File: src/rtl/pid_pkg.sv
// pid_pkg: shared constants and types for the PID effort calculator.
package pid_pkg;
  localparam int PID_FRAC  = 8;
  localparam int PID_ACC_W = 34;
  localparam int NPROD     = 9;
  localparam int S16_MAX   = 32767;
  localparam int S16_MIN   = -32768;
  localparam logic [3:0] IDX_ROLL = 4'd3;
  localparam logic [3:0] IDX_YAW  = 4'd6;
  localparam logic [3:0] IDX_LAST = 4'd8;
  typedef enum logic [1:0] {IDLE, MAC, SAT} state_t;
endpackage

File: src/rtl/pid_if.sv
// pid_if: error/gain inputs and effort outputs between the control loop and pid_calc.
interface pid_if;
  logic calc_en;
  logic signed [15:0] pitch_error, roll_error, yaw_error;
  logic signed [15:0] i_pitch_error, i_roll_error, i_yaw_error;
  logic signed [15:0] d_pitch_error, d_roll_error, d_yaw_error;
  logic signed [15:0] kp_pitch, ki_pitch, kd_pitch;
  logic signed [15:0] kp_roll, ki_roll, kd_roll;
  logic signed [15:0] kp_yaw, ki_yaw, kd_yaw;
  logic signed [15:0] pitch_out, roll_out, yaw_out;
  logic busy, done;
  modport master (
    output calc_en, pitch_error, roll_error, yaw_error,
           i_pitch_error, i_roll_error, i_yaw_error,
           d_pitch_error, d_roll_error, d_yaw_error,
           kp_pitch, ki_pitch, kd_pitch, kp_roll, ki_roll, kd_roll,
           kp_yaw, ki_yaw, kd_yaw,
    input  pitch_out, roll_out, yaw_out, busy, done
  );
  modport slave (
    input  calc_en, pitch_error, roll_error, yaw_error,
           i_pitch_error, i_roll_error, i_yaw_error,
           d_pitch_error, d_roll_error, d_yaw_error,
           kp_pitch, ki_pitch, kd_pitch, kp_roll, ki_roll, kd_roll,
           kp_yaw, ki_yaw, kd_yaw,
    output pitch_out, roll_out, yaw_out, busy, done
  );
endinterface

File: src/rtl/pid_calc_sat.sv
// pid_sat: floor-shift an accumulator by FRAC and clamp it to signed 16 bits.
module pid_sat
  import pid_pkg::*;
#(
  parameter int FRAC  = PID_FRAC,
  parameter int ACC_W = PID_ACC_W
) (
  input  logic signed [ACC_W-1:0] acc_i,
  output logic signed [15:0]      sat_o
);
  localparam logic signed [ACC_W-1:0] HI = ACC_W'(S16_MAX);
  localparam logic signed [ACC_W-1:0] LO = ACC_W'(S16_MIN);
  logic signed [ACC_W-1:0] shr;
  always_comb begin
    shr   = acc_i >>> FRAC;
    sat_o = shr > HI ? 16'sh7fff : shr < LO ? 16'sh8000 : shr[15:0];
  end
endmodule

File: src/rtl/pid_calc.sv
// pid_calc: nine-product PID MAC on one shared multiplier, saturated per-axis efforts.
module pid_calc
  import pid_pkg::*;
#(
  parameter int FRAC  = PID_FRAC,
  parameter int ACC_W = PID_ACC_W
) (
  input logic clk,
  input logic rst,
  pid_if.slave bus
);
  state_t                  state_q;
  logic [3:0]              idx_q;
  logic signed [15:0]      err_q  [NPROD];
  logic signed [15:0]      gain_q [NPROD];
  logic signed [ACC_W-1:0] acc_q  [3];
  logic signed [15:0]      out_q  [3];
  logic signed [15:0]      sat_d  [3];
  logic                    busy_q, done_q;
  logic signed [31:0]      prod_d;
  logic signed [ACC_W-1:0] prod_x;
  logic [1:0]              axis_d;
  always_comb begin
    prod_d = err_q[idx_q] * gain_q[idx_q];
    prod_x = ACC_W'(prod_d);
    axis_d = idx_q < IDX_ROLL ? 2'd0 : idx_q < IDX_YAW ? 2'd1 : 2'd2;
  end
  for (genvar g = 0; g < 3; g++) begin : g_sat
    pid_sat #(.FRAC(FRAC), .ACC_W(ACC_W)) u_sat (.acc_i(acc_q[g]), .sat_o(sat_d[g]));
  end
  // busy mirrors MAC one edge late so it covers exactly the nine product edges
  always_ff @(posedge clk) begin
    if (rst) begin
      state_q <= IDLE;
      idx_q   <= '0;
      busy_q  <= 1'b0;
      done_q  <= 1'b0;
      for (int i = 0; i < 3; i++) begin
        acc_q[i] <= '0;
        out_q[i] <= '0;
      end
      for (int i = 0; i < NPROD; i++) begin
        err_q[i]  <= '0;
        gain_q[i] <= '0;
      end
    end else begin
      done_q <= 1'b0;
      busy_q <= state_q == MAC;
      case (state_q)
        IDLE: if (bus.calc_en) begin
          err_q  <= '{bus.pitch_error, bus.i_pitch_error, bus.d_pitch_error,
                      bus.roll_error,  bus.i_roll_error,  bus.d_roll_error,
                      bus.yaw_error,   bus.i_yaw_error,   bus.d_yaw_error};
          gain_q <= '{bus.kp_pitch, bus.ki_pitch, bus.kd_pitch,
                      bus.kp_roll,  bus.ki_roll,  bus.kd_roll,
                      bus.kp_yaw,   bus.ki_yaw,   bus.kd_yaw};
          for (int i = 0; i < 3; i++) acc_q[i] <= '0;
          idx_q   <= '0;
          state_q <= MAC;
        end
        MAC: begin
          acc_q[axis_d] <= acc_q[axis_d] + prod_x;
          idx_q         <= idx_q + 4'd1;
          state_q       <= idx_q == IDX_LAST ? SAT : MAC;
        end
        SAT: begin
          for (int i = 0; i < 3; i++) out_q[i] <= sat_d[i];
          done_q  <= 1'b1;
          state_q <= IDLE;
        end
        default: state_q <= IDLE;
      endcase
    end
  end
  assign bus.pitch_out = out_q[0];
  assign bus.roll_out  = out_q[1];
  assign bus.yaw_out   = out_q[2];
  assign bus.busy      = busy_q;
  assign bus.done      = done_q;
endmodule

File: src/flat_wrapper.sv
// flat-port wrapper written by rule: the top's interface ports become plain ports
module pid_calc_flat import pid_pkg::*;
#(
  parameter int FRAC  = PID_FRAC,
  parameter int ACC_W = PID_ACC_W
)
  (clk, rst, bus_calc_en, bus_pitch_error, bus_roll_error, bus_yaw_error, bus_i_pitch_error, bus_i_roll_error, bus_i_yaw_error, bus_d_pitch_error, bus_d_roll_error, bus_d_yaw_error, bus_kp_pitch, bus_ki_pitch, bus_kd_pitch, bus_kp_roll, bus_ki_roll, bus_kd_roll, bus_kp_yaw, bus_ki_yaw, bus_kd_yaw, bus_pitch_out, bus_roll_out, bus_yaw_out, bus_busy, bus_done);
  pid_if bus_i ();
  input logic clk;
  input logic rst;
  input wire logic [$bits(bus_i.calc_en)-1:0] bus_calc_en;
  input wire logic [$bits(bus_i.pitch_error)-1:0] bus_pitch_error;
  input wire logic [$bits(bus_i.roll_error)-1:0] bus_roll_error;
  input wire logic [$bits(bus_i.yaw_error)-1:0] bus_yaw_error;
  input wire logic [$bits(bus_i.i_pitch_error)-1:0] bus_i_pitch_error;
  input wire logic [$bits(bus_i.i_roll_error)-1:0] bus_i_roll_error;
  input wire logic [$bits(bus_i.i_yaw_error)-1:0] bus_i_yaw_error;
  input wire logic [$bits(bus_i.d_pitch_error)-1:0] bus_d_pitch_error;
  input wire logic [$bits(bus_i.d_roll_error)-1:0] bus_d_roll_error;
  input wire logic [$bits(bus_i.d_yaw_error)-1:0] bus_d_yaw_error;
  input wire logic [$bits(bus_i.kp_pitch)-1:0] bus_kp_pitch;
  input wire logic [$bits(bus_i.ki_pitch)-1:0] bus_ki_pitch;
  input wire logic [$bits(bus_i.kd_pitch)-1:0] bus_kd_pitch;
  input wire logic [$bits(bus_i.kp_roll)-1:0] bus_kp_roll;
  input wire logic [$bits(bus_i.ki_roll)-1:0] bus_ki_roll;
  input wire logic [$bits(bus_i.kd_roll)-1:0] bus_kd_roll;
  input wire logic [$bits(bus_i.kp_yaw)-1:0] bus_kp_yaw;
  input wire logic [$bits(bus_i.ki_yaw)-1:0] bus_ki_yaw;
  input wire logic [$bits(bus_i.kd_yaw)-1:0] bus_kd_yaw;
  output wire logic [$bits(bus_i.pitch_out)-1:0] bus_pitch_out;
  output wire logic [$bits(bus_i.roll_out)-1:0] bus_roll_out;
  output wire logic [$bits(bus_i.yaw_out)-1:0] bus_yaw_out;
  output wire logic [$bits(bus_i.busy)-1:0] bus_busy;
  output wire logic [$bits(bus_i.done)-1:0] bus_done;
  assign bus_i.calc_en = bus_calc_en;
  assign bus_i.pitch_error = bus_pitch_error;
  assign bus_i.roll_error = bus_roll_error;
  assign bus_i.yaw_error = bus_yaw_error;
  assign bus_i.i_pitch_error = bus_i_pitch_error;
  assign bus_i.i_roll_error = bus_i_roll_error;
  assign bus_i.i_yaw_error = bus_i_yaw_error;
  assign bus_i.d_pitch_error = bus_d_pitch_error;
  assign bus_i.d_roll_error = bus_d_roll_error;
  assign bus_i.d_yaw_error = bus_d_yaw_error;
  assign bus_i.kp_pitch = bus_kp_pitch;
  assign bus_i.ki_pitch = bus_ki_pitch;
  assign bus_i.kd_pitch = bus_kd_pitch;
  assign bus_i.kp_roll = bus_kp_roll;
  assign bus_i.ki_roll = bus_ki_roll;
  assign bus_i.kd_roll = bus_kd_roll;
  assign bus_i.kp_yaw = bus_kp_yaw;
  assign bus_i.ki_yaw = bus_ki_yaw;
  assign bus_i.kd_yaw = bus_kd_yaw;
  assign bus_pitch_out = bus_i.pitch_out;
  assign bus_roll_out = bus_i.roll_out;
  assign bus_yaw_out = bus_i.yaw_out;
  assign bus_busy = bus_i.busy;
  assign bus_done = bus_i.done;
  pid_calc #(.FRAC(FRAC), .ACC_W(ACC_W)) u_core (.clk(clk), .rst(rst), .bus(bus_i));
endmodule
File: config.mk
export PLATFORM = sky130hd
export DESIGN_NAME = pid_calc_flat
export DESIGN_NICKNAME = d
export VERILOG_FILES = /design/src/rtl/pid_pkg.sv /design/src/rtl/pid_if.sv /design/src/rtl/pid_calc_sat.sv /design/src/rtl/pid_calc.sv /design/src/flat_wrapper.sv
export SDC_FILE = /design/constraint.sdc
export NUM_CORES = 2
export LEC_CHECK = 0
export CAP_MARGIN = 5
export CORE_MARGIN = 2
export CORE_UTILIZATION = 63
export CTS_BUF_LIST = sky130_fd_sc_hd__clkbuf_4 sky130_fd_sc_hd__clkbuf_8
export DETAILED_ROUTE_END_ITERATION = 10
export PLACE_DENSITY = 0.91
export SLEW_MARGIN = 30
export SYNTH_ARGS = -nofsm -noshare
export SYNTH_HDL_FRONTEND = slang
export SYNTH_SLANG_ARGS = --single-unit
export TNS_END_PERCENT = 20
File: constraint.sdc
create_clock -name clk -period 17.1 [get_ports clk]
set_clock_uncertainty 0.05 [all_clocks]
set_input_delay 3.42 -clock clk [delete_from_list [all_inputs] [get_ports clk]]
set_output_delay 3.42 -clock clk [all_outputs]
set_load 0.005 [all_outputs]
### After elaboration in Yosys (flattened, before gate mapping)

Memory sizes are Yosys's and may differ from the RTL's.
Index checks and enable logic that the tools add are counted.

| storage, ports and cells | value |
|---|---|
| input port bits | 291 |
| output and inout bits | 50 |
| memories kept | 2 |
| flip-flop bits (word level) | 296 |
| memory bits (writable) | 150 |

| operators by class | value |
|---|---|
| equal/unequal tests | 4 |
| multipliers | 1 |
| add/subtract/negate cells | 2 |
| mux-type cells | 40 |
| reductions and logical operators | 5 |
| bitwise logic cells | 7 |
| order comparisons | 9 |

Memory list:

| name | depth | width | rd ports | clocked after Yosys merged registers in | write ports | RTL line | source |
|---|---|---|---|---|---|---|---|
| u_core.acc_q | 3 | 34 | 4 | 0 | 3 | pid_calc.sv:16 | `logic signed [ACC_W-1:0] acc_q [3];` |
| u_core.out_q | 3 | 16 | 3 | 0 | 3 | pid_calc.sv:17 | `logic signed [15:0] out_q [3];` |

Operators by type and width:

| cell | count |
|---|---|
| $mux 16 | 13 |
| $mux 34 | 4 |
| $bmux 16 s4 | 2 |
| $gt 26x16->1 const B | 3 |
| $lt 26x16->1 const B | 3 |
| $add 34x32->34 | 1 |
| $reduce_or 34->1 | 1 |
| $mul 16x16->32 | 1 |
| $mux 1 | 13 |
| $mux 2 | 5 |
| $pmux 4 s2 | 1 |
| $or 1x1->1 | 6 |
| $ge 5x5->1 const B | 1 |
| $not 4->5 | 1 |
| $add 4x1->4 const B | 1 |
| $eq 4x4->1 const B | 1 |
| $lt 4x2->1 const B | 1 |
| $lt 4x3->1 const B | 1 |
| $mux 4 | 1 |
| $pmux 2 s2 | 1 |
| $reduce_and 2->1 | 2 |
| $eq 2x1->1 const B | 1 |
| $eq 2x2->1 const B | 1 |
| $logic_not 2->1 | 1 |
| other kinds (2) | 2 |

### Logic depth before layout (Yosys ltp)

| logic depth | value |
|---|---|
| word-level depth | 7 |
| depth in mapped cells | 32 |

### Modules after synthesis

A second synthesis with hierarchy kept.

| second synthesis, totals | value |
|---|---|
| cell total of the unflattened synthesis | 2856 |
| area, all modules | 29706.0 µm² |

By module, submodules not included:

| module | cells each | times used | area each (µm²) |
|---|---|---|---|
| pid_calc | 2715 | 1 | 28722.5 |
| pid_sat | 47 | 3 | 327.8 |

### Worst setup path before layout

OpenSTA, ideal clock, no wires.

| path | value |
|---|---|
| path kind | reg2reg |
| from | register u_core.idx_q[0] |
| to | memory u_core.acc_q[0][30] in the netlist's numbering, data pin |
| buffers on the path | 3 |
| period minus slack after synthesis | 7.127 ns |
| required time | 16.785 ns |
| path slack | 9.973 ns |
| arrival | 6.812 ns |
| stages on the path, launching flop included | 28 |
| library setup time | 0.265 ns |
| cell sequence | dfxtp_1 > buf_6 > buf_4 > mux4_2 > a21oi_1 > nor2_1 > a21oi_2 > buf_2 > nor2_1 > fa_1 > inv_1 > fa_1 > fa_1 > inv_1 > fa_1 > fa_1 > inv_1 > fa_1 > inv_1 > ha_1 > a21o_1 > a21oi_1 > o21ai_1 > nand3_1 > o32a_2 > and4b_1 > nor3_2 > nor2_1 |

RTL lines:

| item | RTL line | source |
|---|---|---|
| from (decl) | pid_calc.sv:13 | `logic [3:0] idx_q;` |
| from (signal assigned) | pid_calc.sv:63 | `idx_q <= idx_q + 4'd1;` |
| to (decl) | pid_calc.sv:16 |  |

==> run_results.csv <==
group,metric,value,unit
logic_synthesis,synth.ff_latch_count,446,
logic_synthesis,synth_cells,2790,
grt,grt_pass1_vias,24146,
cells_and_area,layout_common_cells,"nor2_1, inv_1, clkdlybuf4s50_1",
sta,min_period,9070,ps
clock_network,ctsLongestPathBuffers,3,
floorplanning,die_width,218,um
power,intPower,0.00217,W
detailed_routing,wl,84300,um
power,power_density,98.1,mW/mm2
worst_setup_path,slowest_stage,"fa_1",
floorplanning,ios,341,
power,power.total,0.00338,W
cells_and_area,final_util,75.8,%
grt,grt_pass1_wl,132000,um
grt,grt_busiest_layer,"met2",
status,status,"finished clean",
clock_network,cts_setup_buffers,0,
logic_synthesis,synth_flop_cell,"dfxtp_1",
min_path,whs_path_depth,1,
sta,relSlewSlack,32.8,%
worst_setup_path,cp_slowest_stage_delay,770,ps
grt,grt_usage,36.3,%
min_path,hold_start,"u_core.gain_q[35]",
worst_setup_path,r2r_slack,8030,ps
worst_setup_path,r2r-end,"u_core.acc_q[2][33]",
logic_synthesis,ys_types,75,
logic_synthesis,synth_area,0.0290,mm2
power,seqPwrFrac,36.6,%
power,switching_share,35.6,%
cells_and_area,area.growth.synth_to_final,18.8,%
floorplanning,dieArea,0.0477,mm2
worst_setup_path,arrival,9410,ps
detailed_routing,viasPerCell,6.13,
grt,grt_max_degree,241,
clock_network,post_cts_resized,0,
detailed_routing,wl_per_cell,22.5,um
sta,hold_viol,0,
grt,grtUsageMet2,59.7,%
clock_network,h-tree-depth,3,
placement,io_buffers,340,
sta,slew_viol_final,0,
cells_and_area,layout_commonest_cell,"nor2_1",
logic_synthesis,netlist.area_leader.share,21.1,%
logic_synthesis,synth_edf_count,150,
worst_setup_path,crit_fanout,39,
placement,dpl.hpwl,61100,um
logic_synthesis,ys_seq_area_share,36.0,%
clock_network,cts-root-buf,"clkbuf_8",
detailed_routing,dr.pass1.iters,8,
worst_setup_path,timing.rr.start,"u_core.idx_q[0]",
clock_network,postCtsHoldBufs,0,
job,max_cap_viol_count,0,
clock_network,clock_sinks,446,
power,p_comb_share,33.7,%
placement,place_congestion,0.959,
detailed_routing,drt_iter0_drc,2582,
logic_synthesis,yosysTopAreaCell,"fa_1",
cells_and_area,num-fill-cells,2801,
worst_setup_path,end_kind,"flop",
floorplanning,core_area,0.0454,mm2
clock_network,path_clk_slew,60,ps
worst_setup_path,r2r_cells,27,
sta,setup-violations-final,0,
clock_network,cts_tree,"yes",
grt,grt_overflow_total,0,
grt,antenna_found_initial,16,
power,power_switching,0.00120,W
sta,fmax,110,MHz
clock_network,worstSkewPairLatency,740,ps
logic_synthesis,syn_nets,3490,
sta,worst_slew_pin_slew,1010,ps
floorplanning,die_y,218,um
clock_network,numCtsBuffers,74,
grt,use_met1,43.7,%
floorplanning,start_util,63.8,%
power,clkPwrFrac,29.8,%
sta,period_share,53.0,%
detailed_routing,vias,22968,
logic_synthesis,avgSynthCellArea,10.4,um2
worst_setup_path,worstSetupStartpointType,"flop",
logic_synthesis,synth_area_leaders,"fa_1, dfxtp_1, edfxtp_1, a22o_1, nor2_1",
sta,rsz0062_at_grt,"false",
worst_setup_path,cpMostUsedCell,"fa_1",
power,vdd_drop_max,81.8,uV
floorplanning,rows,78,
worst_setup_path,cp.required,17440,ps
worst_setup_path,crit_type,"flop to flop",
grt,grt_use_met3,7.96,%
sta,whs,428,ps
logic_synthesis,synthArstFlopShare,0,%
cells_and_area,drive_gt1_share,7.99,%
detailed_routing,ant_nets,0,
logic_synthesis,ys_warn_count,0,
min_path,hp-class,"flop to flop",
sta,finalSetupTns,0,ps
detailed_routing,remaining_drc_errors,0,
cells_and_area,layout.nets,3773,
power,p_leak,15.0,nW
min_path,min_to,"u_core.gain_q[35]",
## area by class of cell
type / count / area [um2] / area share (%)
Multi-Input combinational cell: 1806 / 16500 / 47.9
Sequential cell: 446 / 10400 / 30.3
Timing Repair Buffer: 373 / 3730 / 10.8
Inverter: 372 / 1400 / 4.06
Clock buffer: 106 / 1320 / 3.84
Tap cell: 600 / 751 / 2.18
Clock inverter: 26 / 238 / 0.691
Antenna cell: 17 / 42.5 / 0.124
## worst max path at each step
stage / startpoint / cells past startpoint / slack (ps) / end
detailed placement: u_core.idx_q[0] / 25 / 8190 / u_core.acc_q[0][33]
global placement: u_core.idx_q[0] / 25 / 8370 / u_core.acc_q[1][33]
global route: u_core.idx_q[0] / 27 / 7390 / u_core.acc_q[0][33]
finish: u_core.idx_q[0] / 27 / 8030 / u_core.acc_q[2][33]
CTS: u_core.idx_q[0] / 25 / 8070 / u_core.acc_q[0][33]
floorplan: u_core.idx_q[0] / 27 / 9970 / u_core.acc_q[0][30]
## layer usage
layer  routed length (um)  part of all wire (%)
met1                29900                    35
met2                40900                    48
met3                 8190                   9.7
met4                 5350                   6.3
met5                   13                 0.015
## flip-flops by register name, summed over array words and instances (netlist names)
signal / count
u_core.out_q: 48
u_core.state_q: 2
u_core.acc_q: 102
u_core.gain_q: 144
u_core.bus.done: 1
u_core.bus.busy: 1
u_core.idx_q: 4
u_core.err_q: 144
## critical path: cells and delay by family (launching register included)
kind,cells,cell delay [ps]
buffers and inverters,7,1480
flip-flops,1,310
adder cells (fa/ha/maj),7,3680
AO/OA/AOI/OAI,6,1850
XOR/XNOR,1,220
AND/OR/NAND/NOR,6,1130
## logic make-up after synthesis
kind of cell             after synthesis  share of synthesized area, %
AND/OR/NAND/NOR                      702                          9.97
buffers and inverters                538                          7.36
AO/OA/AOI/OAI                        529                          14.1
flip-flops                           446                          36.0
adder cells (fa/ha/maj)              409                          25.6
multiplexers                         134                          6.04
XOR/XNOR                              32                         0.993
## cells in the mapped netlist, types with 15 or more instances
library cell  count
buf_2            35
edfxtp_1        150
ha_1            104
mux4_2           32
nand2b_1         24
a22o_1          288
inv_1           371
clkbuf_1        105
xnor2_1          21
mux2i_1          98
a21oi_1          95
a21oi_2          16
nor2_1          455
fa_1            305
o21ai_0          19
nand2_1         148
o22ai_1          30
o21ai_1          15
dfxtp_1         296
## through the flow
| step | area (um2) | cells | worst slack, ps |
|---|---|---|---|
| 3_3_place_gp | 32700 | 3594 | 8370 |
| 2_1_floorplan | 29000 | 2790 | 9970 |
| 6_report | 34400 | 3746 | 8030 |
| 5_1_grt | 34400 | 3745 | 7390 |
| 4_1_cts | 34300 | 3727 | 8070 |
| 3_5_place_dp | 32700 | 3595 | 8190 |
## power by group through the flow
stage | sequential [W] | combinational, W | clock, W
2_1_floorplan | 0.00123 | 0.000781 | 0
3_3_place_gp | 0.00124 | 0.00106 | 0
3_5_place_dp | 0.00125 | 0.00110 | 0
4_1_cts | 0.00123 | 0.00112 | 0.00101
5_1_grt | 0.00124 | 0.00126 | 0.00105
6_report | 0.00123 | 0.00114 | 0.00101
No activity file was read; power rests on OpenSTA's default activity.
